[src/rtl/vpu_seq.sv]
// Vector command sequencer: walks a multi-element VPU command, issuing one start per element
// and advancing the operand addresses, with abort support and a completion pulse.
module vpu_seq #(
  parameter int unsigned ADDR_W = 13,
  parameter int unsigned OP_W   = 10,
  parameter int unsigned LEN_W  = 13
) (
  input  logic              clk,
  input  logic              rst_n,
  input  logic              cmd_valid,
  output logic              cmd_ready,
  input  logic [OP_W-1:0]   cmd_opcode,
  input  logic [LEN_W-1:0]  cmd_len,
  input  logic [ADDR_W-1:0] cmd_addr_a,
  input  logic [ADDR_W-1:0] cmd_addr_b,
  input  logic [ADDR_W-1:0] cmd_addr_c,
  input  logic [ADDR_W-1:0] cmd_addr_const,
  input  logic              abort,
  output logic              vpu_start,
  input  logic              vpu_done,
  output logic [OP_W-1:0]   vpu_opcode,
  output logic [ADDR_W-1:0] vpu_addr_a,
  output logic [ADDR_W-1:0] vpu_addr_b,
  output logic [ADDR_W-1:0] vpu_addr_c,
  output logic [ADDR_W-1:0] vpu_addr_const,
  output logic              busy,
  output logic              cmd_done,
  output logic              aborted,
  output logic [LEN_W-1:0]  elem_idx
);

  typedef enum logic [1:0] {StIdle, StIssue, StWait, StFinish} state_e;

  state_e              state_q;
  logic [OP_W-1:0]     op_q;
  logic [ADDR_W-1:0]   a_q, b_q, c_q, k_q;
  logic [LEN_W-1:0]    len_q, idx_q;
  logic                const_mode_q, abort_pend_q, cmd_done_q, aborted_q;
  logic                last_elem;

  assign cmd_ready      = (state_q == StIdle);
  assign busy           = ~cmd_ready;
  // An abort seen in the issue cycle suppresses the start outright.
  assign vpu_start      = (state_q == StIssue) && !abort;
  assign vpu_opcode     = op_q;
  assign vpu_addr_a     = a_q;
  assign vpu_addr_b     = b_q;
  assign vpu_addr_c     = c_q;
  assign vpu_addr_const = k_q;
  assign cmd_done       = cmd_done_q;
  assign aborted        = aborted_q;
  assign elem_idx       = idx_q;
  assign last_elem      = ((idx_q + LEN_W'(1)) == len_q);

  always_ff @(posedge clk or negedge rst_n) begin
    if (!rst_n) begin
      state_q      <= StIdle;
      op_q         <= '0;
      a_q          <= '0;
      b_q          <= '0;
      c_q          <= '0;
      k_q          <= '0;
      len_q        <= '0;
      idx_q        <= '0;
      const_mode_q <= 1'b0;
      abort_pend_q <= 1'b0;
      cmd_done_q   <= 1'b0;
      aborted_q    <= 1'b0;
    end else begin
      cmd_done_q <= 1'b0;
      unique case (state_q)
        StIdle: begin
          if (cmd_valid) begin
            op_q         <= cmd_opcode;
            a_q          <= cmd_addr_a;
            b_q          <= cmd_addr_b;
            c_q          <= cmd_addr_c;
            k_q          <= cmd_addr_const;
            len_q        <= cmd_len;
            idx_q        <= '0;
            const_mode_q <= (cmd_addr_b == '0) && (cmd_addr_const != '0);
            abort_pend_q <= 1'b0;
            aborted_q    <= 1'b0;
            state_q      <= (cmd_len == '0) ? StFinish : StIssue;
          end
        end
        StIssue: begin
          if (abort) begin
            aborted_q <= 1'b1;
            state_q   <= StFinish;
          end else begin
            state_q <= StWait;
          end
        end
        StWait: begin
          if (abort) abort_pend_q <= 1'b1;
          if (vpu_done) begin
            if (last_elem || abort_pend_q || abort) begin
              aborted_q <= abort_pend_q || abort;
              state_q   <= StFinish;
            end else begin
              idx_q   <= idx_q + LEN_W'(1);
              a_q     <= a_q + ADDR_W'(1);
              c_q     <= c_q + ADDR_W'(1);
              if (!const_mode_q) b_q <= b_q + ADDR_W'(1);
              state_q <= StIssue;
            end
          end
        end
        StFinish: begin
          cmd_done_q   <= 1'b1;
          abort_pend_q <= 1'b0;
          state_q      <= StIdle;
        end
        default: state_q <= StIdle;
      endcase
    end
  end

endmodule
[config.mk]
export PLATFORM = sky130hd
export DESIGN_NAME = vpu_seq
export DESIGN_NICKNAME = d
export VERILOG_FILES = /design/src/rtl/vpu_seq.sv
export SDC_FILE = /design/constraint.sdc
export NUM_CORES = 1
export LEC_CHECK = 0
export ABC_AREA = 1
export CAP_MARGIN = 20
export CELL_PAD_IN_SITES_DETAIL_PLACEMENT = 2
export CELL_PAD_IN_SITES_GLOBAL_PLACEMENT = 2
export CORE_MARGIN = 5
export CORE_UTILIZATION = 23
export CTS_CLUSTER_DIAMETER = 200
export CTS_CLUSTER_SIZE = 24
export DETAILED_ROUTE_END_ITERATION = 12
export GPL_TIMING_DRIVEN = 0
export PLACE_DENSITY_LB_ADDON = 0.1
export SLEW_MARGIN = 20
export SYNTH_ARGS = -nofsm -noshare
export SYNTH_HDL_FRONTEND = slang
export SYNTH_SLANG_ARGS = --single-unit
[constraint.sdc]
create_clock -name clk -period 2.1 [get_ports clk]
set_input_delay 0.42 -clock clk [delete_from_list [all_inputs] [get_ports clk]]
set_output_delay 0.42 -clock clk [all_outputs]
set_load 0.005 [all_outputs]
==> impl_metrics.env <==
export IMPL_status="finished with violations"
export IMPL_violations="negative setup slack"
export IMPL_wl_um=22400
export IMPL_grt_remaining_overflow=0
export IMPL_clk_latency_ns=0.36
export IMPL_rsz0062_at_grt="yes"
export IMPL_antenna_found_initial=1
export IMPL_skew_ns=0.0156
export IMPL_clock_path_buffers=2
export IMPL_clk_pin_slew_ns=0.08
export IMPL_start_util_pct=23.3
export IMPL_drc_errors=0
export IMPL_worst_slew_pin_slew_ns=0.747
export IMPL_cp_required_ns=2.34
export IMPL_wl_per_cell_um=17.3
export IMPL_die_h_um=164
export IMPL_max_cap_viol_count=0
export IMPL_grt_max_degree=58
export IMPL_ant_nets=0
export IMPL_ys_ff_latch=94
export IMPL_min_period_over_period_pct=112
export IMPL_routed_top_layer="met5"
export IMPL_slew_headroom_pct=50.2
export IMPL_finalSetupViolCount=53
export IMPL_cts_root_buf="clkbuf_16"
export IMPL_startpoint_type="flop"
export IMPL_portBuffers=159
export IMPL_track_usage_pct=17.1
export IMPL_grt_pass1_vias=6558
export IMPL_synthCells=773
export IMPL_coreArea_mm2=0.0235
export IMPL_fin_crit_ns=2.35
export IMPL_first_pass_iters=4
export IMPL_ys_seq_area_share_pct=42.9
export IMPL_critPathCaptureType="flop"
export IMPL_fin_util_pct=36.1
export IMPL_fmax_ghz=0.425
export IMPL_crit_arrival_ns=2.59
export IMPL_yosys_area_share_xor_xnor_pct=4.48
export IMPL_syn_to_final_growth_pct=54.8
export IMPL_worst_path_max_fanout=5
export IMPL_critical_path_class="reg -> reg"
export IMPL_power_leakage_uw=0.00382
export IMPL_powerDensity_mw_per_mm2=1350
export IMPL_maxSlewViolCount=0
export IMPL_placementRows=56
export IMPL_layout_drive_gt1_share_pct=16.3
export IMPL_syn_area_mm2=0.00548
export IMPL_dpl_hpwl_um=16800
export IMPL_hold_depth=2
export IMPL_gp_congestion=0.738
export IMPL_place_area_mm2=0.00750
export IMPL_wirelength_met1_um=10300
export IMPL_routed_via_count=5834
export IMPL_r2r_cells=16
export IMPL_holdWs_ns=0.491
export IMPL_synth_simple_gate_area_share_pct=33.5
export IMPL_setup_slack_ns=-0.254
export IMPL_cts_tree="built"
export IMPL_synth_compound_area_share_pct=9.27
export IMPL_cts_made_buffers=9
export IMPL_synth_distinct_cells=30
export IMPL_die_width_um=164
export IMPL_pre_cts_slack_ns=-0.986
export IMPL_grt_pass1_wl_um=36300
export IMPL_htree_levels=3
export IMPL_finalInstanceArea_mm2=0.00848
export IMPL_ys_warn_count=0
export IMPL_yosys_mux_area_fraction_pct=0
export IMPL_setup_tns_ns=-10.44
export IMPL_avgSynthCellArea_um2=7.09
export IMPL_wl_met2_um=10800
export IMPL_die_area_mm2=0.0270
export IMPL_drt_iter0_drc=183
export IMPL_ios=160
export IMPL_syn_nets=861
export IMPL_hold_violations=0
export IMPL_viasPerCell=4.50
export IMPL_numClockSinks=94
export IMPL_hold_class="reg -> reg"
export IMPL_wl_met3_um=1160
export IMPL_synth_adder_area_share_pct=1.83
export IMPL_synth_top_family_by_area="simple AND/OR/NAND/NOR gates"
export IMPL_layout_nets=1060
export IMPL_peakVddDrop_mv=0.488
[worst max-delay path, cell delays in order (launching register included)]
cell and delay [ns]:
dfrtp_2 0.47, ha_4 0.27, xnor2_2 0.15, nand2_1 0.08, nor2_2 0.13, nand2_1 0.08
nor2_2 0.11, nand2_1 0.07, nor2_2 0.13, nand2_2 0.08, nand2_4 0.10, buf_12 0.11
a21oi_4 0.07, buf_12 0.15, buf_8 0.13, nand2_2 0.04, o21ai_1 0.05
[worst paths after layout]
check                         startpoint              to  slack (ns)
setup / recovery             elem_idx[0]   vpu_addr_b[7]       -0.25
hold / removal             vpu_opcode[8]   vpu_opcode[8]        0.49
setup reg to reg             elem_idx[0]   vpu_addr_b[7]       -0.25
hold reg to reg            vpu_opcode[8]   vpu_opcode[8]        0.49
max in group asynchronous          rst_n  vpu_addr_a[10]        0.91
min in group asynchronous          rst_n     elem_idx[6]        0.55
[where the power goes]
group          switching, µW  total [µW]  internal, µW  leakage, µW
logic                   3280        6410          3120      0.00250
registers                794        3360          2570      0.00118
clock network            845        1680           835     0.000138
total                   4920       11400          6520      0.00382
[cells by family after synthesis]
logic type / after synthesis
AND/OR/NAND/NOR: 439
buffers and inverters: 109
AO/OA/AOI/OAI: 95
flip-flops: 94
XOR/XNOR: 28
adder cells (fa/ha/maj): 8
[placed cells by master (no fill, tap or decap), drive strengths merged]
cell type,instances
nand2,296
clkbuf,30
a21oi,12
dfrtp,94
dlygate4sd2,1
diode,1
o21ai,77
o21bai,1
dlygate4sd3,1
nor2,39
nor4,7
nand3b,4
nand4,10
nand3,74
a41oi,1
xnor2,10
or2,2
nor3,7
a211o,1
inv,80
clkdlybuf4s50,156
a311oi,1
ha,8
clkinvlp,2
clkinv,2
buf,41
o31ai,1
xor2,18
o22ai,1
[synthesized netlist by cell type (all sizes together)]
library cell  number  area share [%]
nand2            296              20
dfrtp             94              43
inv               77             5.3
o21ai             77             7.0
nand3             74             6.8
nor2              39             2.9
clkbuf            21             1.5
xor2              18             2.9
a21oi             12             1.2
buf               11             1.3
nand4             10             1.1
xnor2             10             1.6
ha                 8             1.8
nor3               7            0.64
nor4               7            0.80
nand3b             4            0.55
or2                2            0.23
a211o              1            0.16
a311oi             1            0.16
a41oi              1            0.16
o21bai             1            0.34
o22ai              1            0.11
o31ai              1            0.14
[timing repair]
action,CTS,global route
pin swaps,13,22
endpoints found under the setup margin,76,81
hold endpoints to repair,16,0
hold buffers,1,0
gates cloned,1,1
resized for setup,96,60
setup buffers,21,6
[per-stage QoR]
stage | total power, µW | std cells
after floorplan | 5850 | 773
after global routing | 12500 | 1296
after global placement | 8550 | 1251
final | 11400 | 1297
after CTS | 11200 | 1290
after detailed placement | 8680 | 1252
[per-layer routing]
layer  global-route usage [%]  vias to the layer above
li1                         -                     2863
met1                     22.4                     2850
met2                     28.6                      105
met3                     4.49                       14
met4                     3.32                        2
met5                        0                        -
[cell type report]
cell class	count	area, µm²
plain buffers	31	216
fillers	2735	15000
inverters	77	292
multi-input cells	570	2990
well taps	319	399
clock inverters	7	66.3
flip-flops and latches	94	2360
diodes	1	2.50
clock buffers	9	225
repair buffers	189	1930
[registers in the layout, summed over array words and instances (netlist names)]
register and cells:
vpu_addr_const 13, elem_idx 13, state_q 2, cmd_done 1, vpu_opcode 10, vpu_addr_a 13, len_q 13, aborted 1
const_mode_q 1, vpu_addr_c 13, vpu_addr_b 13, abort_pend_q 1
(Power assumes the default switching activity.)
